`config.mk`:
```
export PLATFORM = sky130hd
export DESIGN_NAME = cp0_unit
export DESIGN_NICKNAME = d
export VERILOG_FILES = /design/src/rtl/cp0_unit.sv
export SDC_FILE = /design/constraint.sdc
export NUM_CORES = 1
export LEC_CHECK = 0
export CAP_MARGIN = 20
export CORE_UTILIZATION = 40
export CTS_CLUSTER_DIAMETER = 50
export DETAILED_ROUTE_END_ITERATION = 10
export PLACE_DENSITY_LB_ADDON = 0.12
export SLEW_MARGIN = 0
export SYNTH_ARGS = -nofsm -noshare
export SYNTH_HDL_FRONTEND = slang
export SYNTH_SLANG_ARGS = --single-unit
```
`constraint.sdc`:
```
create_clock -name clk -period 1.8 [get_ports clk]
set_input_delay 0.36 -clock clk [delete_from_list [all_inputs] [get_ports clk]]
set_output_delay 0.36 -clock clk [all_outputs]
set_load 0.03 [all_outputs]
```
`src/rtl/cp0_unit.sv`:
```
// cp0_unit: MIPS-style CP0 with STATUS/CAUSE/EPC/EHBR, single-level interrupt entry and ERET.
// Define CP0_IRQ_SYNC_EN to pass ir_in through a 2-flop synchronizer before edge detection.
module cp0_unit (
  input  logic        clk,
  input  logic        rst,
  input  logic        en,
  input  logic [1:0]  cp_oper,
  input  logic [4:0]  addr_r,
  output logic [31:0] data_r,
  input  logic [4:0]  addr_w,
  input  logic [31:0] data_w,
  input  logic [31:0] ret_addr,
  input  logic        ir_in,
  output logic        jump_en,
  output logic [31:0] jump_addr,
  output logic        in_isr
);
  typedef enum logic {IDLE, ISR} state_t;
  state_t state, state_next;
  logic ie, pending, prev, req, rise, st, eret, take, ie_eff;
  logic [31:0] epc, ehbr;
`ifdef CP0_IRQ_SYNC_EN
  logic s1, s2;
  always_ff @(posedge clk) begin
    s1 <= rst ? 1'b0 : ir_in;
    s2 <= rst ? 1'b0 : s1;
  end
  assign req = s2;
`else
  assign req = ir_in;
`endif
  assign rise = req & ~prev;
  assign st = en & (cp_oper == 2'b01);
  assign eret = ~rst & en & (cp_oper == 2'b10);
  // a STORE clearing IE masks entry in the same cycle; a STORE setting IE only takes effect next cycle
  assign ie_eff = ie & ~(st & (addr_w == 5'd12) & ~data_w[0]);
  assign take = ~rst & (state == IDLE) & pending & ie_eff & en & ~eret;
  assign jump_en = eret | take;
  assign jump_addr = eret ? epc : take ? ehbr : 32'd0;
  assign in_isr = ~rst & (state == ISR);
  always_comb begin
    data_r = 32'd0;
    case (addr_r)
      5'd12: data_r = {31'd0, ie};
      5'd13: data_r = {21'd0, pending, 10'd0};
      5'd14: data_r = epc;
      5'd25: data_r = ehbr;
      default: data_r = 32'd0;
    endcase
  end
  always_comb state_next = eret ? IDLE : take ? ISR : state;
  always_ff @(posedge clk) begin
    if (rst) begin
      state   <= IDLE;
      ie      <= 1'b0;
      epc     <= 32'd0;
      ehbr    <= 32'd0;
      pending <= 1'b0;
      prev    <= 1'b0;
    end else begin
      state   <= state_next;
      prev    <= req;
      pending <= take ? 1'b0 : (pending | rise);
      if (st && addr_w == 5'd12) ie <= data_w[0];
      if (take) epc <= ret_addr;
      else if (st && addr_w == 5'd14) epc <= data_w;
      if (st && addr_w == 5'd25) ehbr <= data_w;
    end
  end
endmodule

```
==> flow_summary.json, run 1 <==
{
  "max_slew_margin_pct": 70.5,
  "synthTopCellsByCount": "133 x nand2_1, 68 x dfxtp_1, 64 x a21oi_1",
  "synthMuxAreaShare_pct": 9.32,
  "wl_mm": 14.9,
  "yosysMostFrequentCell": "nand2_1",
  "ir_drop_mv": 0.301,
  "netlist_instances": 475,
  "cts_tree": "done",
  "dp_hpwl_mm": 9.12,
  "coreArea_um2": 8760,
  "clockBufferDepth": 2,
  "grt_max_degree": 37,
  "clock_latency_ns": 0.33,
  "numCtsBuffers": 9,
  "tns_ns": -11.88,
  "grt_pass1_vias": 4536,
  "hold_path_class": "register to register",
  "num_vias": 4402,
  "cts.clk_slew.worst_paths_ns": 0.07,
  "seqCellArea_um2": 1360,
  "slew_violations": 0,
  "synth_edf_count": 0,
  "routabilityCongestion": 0.833,
  "synth_top_family_by_area": "compound AO/OA/AOI/OAI gates",
  "ios": 146,
  "n_antenna_cell": 0,
  "synth.top_cell.area_share_pct": 37.3,
  "port_buffers": 145,
  "run_status": "finished with violations",
  "syn_area_um2": 3650,
  "synthTopCellsByArea": "dfxtp_1 37%, nand2_1 14%, mux2i_1 9.3%, a21oi_1 8.8%, o41ai_1 7.7%",
  "yosys.area_share.simple_pct": 18.0,
  "grt_usage_pct": 31.4,
  "setup.worst_path.end_class": "output pin",
  "antenna_found_initial": 0,
  "start_kind": "input pin",
  "fin_util_pct": 76.5,
  "via_per_inst": 5.81,
  "synth_xor_area_share_pct": 0,
  "synthArstFlopShare_pct": 0,
  "synth_top_area_cell": "dfxtp_1",
  "worstSetupPathType": "input pin to output pin",
  "worst_slack_ns": -0.357,
  "layout.nets": 726,
  "synth_seq_cells": 68,
  "synth.avg_cell_area_um2": 7.69,
  "fin_crit_sh_pct": 120,
  "dieWidth_um": 97.6,
  "grt_pass1_wl_mm": 23.7,
  "dr.pass1.iters": 5,
  "violations": "negative setup slack",
  "initial_core_util_pct": 41.7,
  "cts_num_sinks": 68,
  "multiInputGateArea_um2": 2750,
  "remaining_drc_errors": 0,
  "arrival_ns": 1.80,
  "sw_frac_of_total_pct": 23.9,
  "synth_flop_cell": "dfxtp_1",
  "drtAntennaViolNets": 0,
  "syn_to_final_growth_pct": 83.6,
  "powerDensity_nw_per_um2": 452,
  "synth-compound-area-share_pct": 28.9,
  "rsz0062_at_grt": "yes",
  "internal-power_uw": 2310,
  "die_h_um": 97.6,
  "die_area_um2": 9520,
  "power.share.clock_pct": 36.9,
  "postCtsHoldBufs": 0,
  "fin_crit_ns": 2.16,
  "synth_cell_types": 35,
  "finalSetupViolCount": 63,
  "cts_max_level": 3,
  "drt_iter0_drc": 229,
  "grt_overflow": 0,
  "leakage_uw": 0.00281,
  "hold_violations": 0,
  "p_comb_share_pct": 13.1,
  "drive_gt1_share_pct": 35.5,
  "switchingPower_uw": 723,
  "cp_max_fo": 8,
  "yosysWarnings": 0,
  "fin_skew_ns": 0.00338,
  "crit_required_ns": 1.44,
  "p_seq_share_pct": 50.0,
  "wl_per_cell_um": 19.6,
  "fillers": 616,
  "seq_area_frac_synth_pct": 37.3,
  "synth_nets": 555,
  "fp-row-count": 34,
  "yosys.area_share.adder_pct": 0,
  "worst_pin_slew_ns": 0.442,
  "max_freq_mhz": 464,
  "cap_violations": 0,
  "root_buffer": "clkbuf_8"
}
final cells by class:
cell class	instances	area share [%]
multi-input cells	353	41.0
repair buffers	208	33.8
flip-flops and latches	68	20.3
clock buffers	13	2.37
well taps	108	2.01
inverters	6	0.354
clock inverters	2	0.149
final timing paths:
check                       start              endpoint  slack, ns  depth (start not counted)
min          ehbr[4]$_SDFFE_PP0P_  ehbr[4]$_SDFFE_PP0P_       0.48                          2
min reg2reg  ehbr[4]$_SDFFE_PP0P_  ehbr[4]$_SDFFE_PP0P_       0.48                          2
max reg2reg    pending$_SDFF_PP0_  epc[31]$_SDFFE_PP0P_       0.12                          6
max                     addr_w[3]         jump_addr[14]      -0.36                          8
state kept, by name (all words and copies together), names as in the netlist:
name     flops
state        1
prev         1
ehbr        32
ie           1
epc         32
pending      1
cell families (layout without fill, tap and decap cells):
logic type	after synthesis	count (layout)
buffers and inverters	54	229
AND/OR/NAND/NOR	156	156
flip-flops	68	68
AO/OA/AOI/OAI	163	163
multiplexers	34	34
layout by cell type (no fill, tap or decap), types with 2 or more instances in the layout:
| cell | instances |
|---|---|
| buf_4 | 43 |
| clkdlybuf4s50_1 | 64 |
| o21ai_4 | 32 |
| clkbuf_1 | 2 |
| a22o_4 | 30 |
| nand2_4 | 2 |
| buf_8 | 3 |
| nand2_1 | 129 |
| buf_6 | 70 |
| clkdlybuf4s15_1 | 2 |
| mux2i_1 | 34 |
| dfxtp_1 | 66 |
| buf_16 | 5 |
| inv_1 | 4 |
| a21oi_1 | 64 |
| nand4_1 | 3 |
| nand2_2 | 2 |
| dlygate4sd2_1 | 3 |
| clkinv_2 | 3 |
| dfxtp_2 | 2 |
| nor2_1 | 4 |
| o41ai_1 | 32 |
| clkbuf_8 | 11 |
| buf_2 | 5 |
| buf_12 | 13 |
repair_timing:
item	4_1_cts	5_1_grt
endpoints found under the setup margin	98	75
pin swaps	14	9
resized for setup	166	18
setup buffers	10	1
cloned	7	0
power by group through the flow:
stage          clock, uW  combinational (uW)  sequential (uW)
6_report            1120                 397             1520
5_1_grt             1200                 415             1510
4_1_cts             1130                 380             1510
3_5_place_dp           0                 359             1550
3_3_place_gp           0                 358             1550
2_1_floorplan          0                95.5             1550
stage by stage:
| stage | cells | total power (uW) | hold WS (ns) | setup slack (ns) | instance area (um2) |
|---|---|---|---|---|---|
| after floorplan | 475 | 1640 | 0.450 | -0.213 | 4100 |
| after global placement | 727 | 1910 | 0.457 | -0.581 | 5740 |
| after detailed placement | 727 | 1910 | 0.465 | -0.651 | 5740 |
| after CTS | 759 | 3030 | 0.486 | -0.355 | 6670 |
| after global routing | 758 | 3130 | 0.508 | -0.396 | 6710 |
| final | 758 | 3030 | 0.485 | -0.357 | 6710 |
metal layers:
metal  routed length, um  part of all wire [%]  track usage, %  vias up
met2                7180                    48            52.4      203
met3                1090                   7.4            6.12       45
met4                 459                   3.1            13.7        0
met1                6120                    41            39.1     2095
li1                    -                     -               -     2059
met5                   0                     0               0        -
worst max-delay path: stages:
cell and delay (ns):
clkdlybuf4s15_1 0.21, nor2b_4 0.15, and4b_1 0.22, or2_4 0.28, buf_12 0.14, buf_16 0.16, o21ai_4 0.13, buf_6 0.14
Power figures use the tool's default switching activity.
==> inputs of run 2 (changes only) <==
HOLD_SLACK_MARGIN = 0.15   (was default)
SLEW_MARGIN = 20   (was 0)
==> results of run 2 <==
Final layout, timing and power as in run 1 (identical DEF).
==> inputs of run 3 (changes only) <==
ABC_AREA = 1   (was default)
CTS_BUF_LIST = sky130_fd_sc_hd__clkbuf_4   (was default)
CTS_CLUSTER_SIZE = 25   (was default)
==> flow_summary.json, run 3 <==
{
  "run_status": "finished with violations",
  "violations": "negative setup slack",
  "cts_max_level": 3,
  "wl_per_cell_um": 17.2,
  "r2r_setup_slack_ns": 0.09,
  "crit_required_ns": 1.44,
  "synth.avg_cell_area_um2": 6.62,
  "dr.pass1.iters": 6,
  "slew_violations": 0,
  "num_vias": 4988,
  "cp_max_fo": 7,
  "cap_violations": 0,
  "drive_gt1_share_pct": 31.3,
  "numCtsBuffers": 9,
  "layout_commonest_cell": "inv_1",
  "yosysWarnings": 0,
  "synthTopCellsByArea": "dfxtp_1 33%, nand2_1 10%, inv_1 9.9%, o22ai_2 9.2%, nor2_1 6.7%",
  "fin_util_pct": 71.8,
  "worst_slack_ns": -0.315,
  "layoutNonFillerInstCount": 935,
  "synth_flop_cell": "dfxtp_1",
  "synthTopCellsByCount": "109 x nand2_1, 108 x inv_1, 73 x nor2_1",
  "max_slew_margin_pct": 70.5,
  "fin_skew_ns": 0.0236,
  "finalSetupViolCount": 33,
  "clock_latency_ns": 0.43,
  "rsz0062_at_grt": "yes",
  "routabilityCongestion": 0.864,
  "dp.cells": 892,
  "layout.nets": 877,
  "grt_usage_pct": 30.2,
  "initial_core_util_pct": 41.6,
  "synth_edf_count": 0,
  "grt_max_degree": 35,
  "synth_nets": 697,
  "worstSetupPathType": "register to output pin",
  "fin_crit_sh_pct": 117,
  "seq_area_frac_synth_pct": 33.3,
  "ir_drop_mv": 0.305,
  "fin_crit_ns": 2.11,
  "die_h_um": 103,
  "clockBufferDepth": 2,
  "synth_top_area_cell": "dfxtp_1",
  "synth_seq_cells": 68,
  "hold_violations": 0,
  "coreArea_um2": 9820,
  "dieWidth_um": 103,
  "leakage_uw": 0.00265,
  "hold_path_class": "input pin to register",
  "powerDensity_nw_per_um2": 420,
  "n_antenna_cell": 0,
  "antenna_found_initial": 0,
  "cts_num_sinks": 68,
  "grt_pass1_wl_mm": 24.3,
  "start_kind": "register",
  "port_buffers": 145,
  "wl_mm": 16.1,
  "ios": 146,
  "drt_iter0_drc": 365,
  "cts_tree": "done",
  "synth_cell_types": 23,
  "grt_overflow": 0,
  "reg.largest.list": "ehbr x32, epc x32",
  "yosysMostFrequentCell": "nand2_1",
  "synthArstFlopShare_pct": 0,
  "fp-row-count": 36,
  "arrival_ns": 1.75,
  "syn_to_final_growth_pct": 72.4,
  "dp_hpwl_mm": 9.73,
  "synth.top_cell.area_share_pct": 33.3,
  "root_buffer": "clkbuf_4",
  "design_area_um2": 7050,
  "setup.worst_path.end_class": "output pin",
  "via_per_inst": 5.33,
  "die_area_um2": 10600,
  "place_worst_setup_slack_ns": -0.519,
  "remaining_drc_errors": 0,
  "grt_pass1_vias": 4956,
  "drtAntennaViolNets": 0,
  "mostFrequentLayoutCells": "106 x inv_1, 103 x nand2_1, 68 x nor2_1, 68 x buf_4, 65 x dfxtp_1",
  "netlist_instances": 617,
  "max_freq_mhz": 473,
  "syn_area_um2": 4090,
  "worst_pin_slew_ns": 0.443,
  "cts.clk_slew.worst_paths_ns": 0.13,
  "post_dp_cell_area_um2": 5970
}
[run 3: changes by cell type after synthesis, moves of 8 or more]
cell and delta:
nand4_1 +30, o22ai_2 +30, a22o_1 -30, inv_1 +103
o41ai_1 -32, nand2_1 -24, o21ai_1 -8, o22ai_1 +32
mux2i_1 -34, a21oi_1 -30, nor2_1 +69, nand3_1 +35
[run 3: critical path, stage by stage, from the launching register on]
cell and delay (ns):
dfxtp_2 0.34, inv_2 0.08, nand3_4 0.07, nor2_4 0.14, nand3_4 0.19, buf_4 0.21
o22ai_2 0.12, buf_6 0.16
[run 3: routing by layer]
| metal | vias up | global-route usage (%) | share of wire (%) |
|---|---|---|---|
| li1 | 2377 | - | - |
| met1 | 2342 | 35.7 | 39 |
| met2 | 239 | 53.4 | 51 |
| met3 | 30 | 6.58 | 7.4 |
| met4 | 0 | 11.2 | 2.0 |
| met5 | - | 0 | 0 |
[run 3: power breakdown]
part	internal [uW]	switching, uW	leakage, uW
combinational	228	196	0.00204
sequential	1510	6.21	0.000550
clock	412	603	0.0000593
[run 3: logic make-up after synthesis]
| family | Yosys count | synth area share [%] |
|---|---|---|
| AO/OA/AOI/OAI | 131 | 22.8 |
| buffers and inverters | 159 | 16.1 |
| AND/OR/NAND/NOR | 259 | 27.8 |
| flip-flops | 68 | 33.3 |
[run 3: timing repair]
action	in CTS	in global routing
resized for setup	146	47
pin swaps	14	18
hold endpoints to repair	0	0
gates cloned	7	4
buffers inserted	16	7
setup endpoints to repair	66	97
hold buffers	0	0
[run 3: final timing paths]
path / cells after the start / from / endpoint
setup / recovery: 7 / state$_SDFFE_PP0P_ / jump_addr[31]
hold / removal: 4 / addr_w[1] / ie$_SDFFE_PP0N_
setup reg to reg: 10 / state$_SDFFE_PP0P_ / epc[31]$_SDFFE_PP0P_
hold reg to reg: 2 / epc[16]$_SDFFE_PP0P_ / epc[16]$_SDFFE_PP0P_
[run 3: area by class of cell]
type / count / area [um2]
clock buffer: 9 / 67.6
clock inverter: 7 / 67.6
fill: 793 / 2770
inverter: 111 / 434
multi-input combinational: 390 / 2650
sequential: 68 / 1370
tap: 133 / 166
timing repair buffer: 217 / 2290
[run 3: through the flow]
| stage | total power (uW) | hold WS [ns] | setup TNS, ns |
|---|---|---|---|
| after global routing | 3050 | 0.266 | -12.56 |
| after global placement | 1910 | 0.462 | -34.33 |
| after detailed placement | 1910 | 0.472 | -39.25 |
| final | 2960 | 0.256 | -9.35 |
| after floorplan | 1670 | 0.436 | -0.178 |
| after CTS | 2930 | 0.401 | -9.57 |
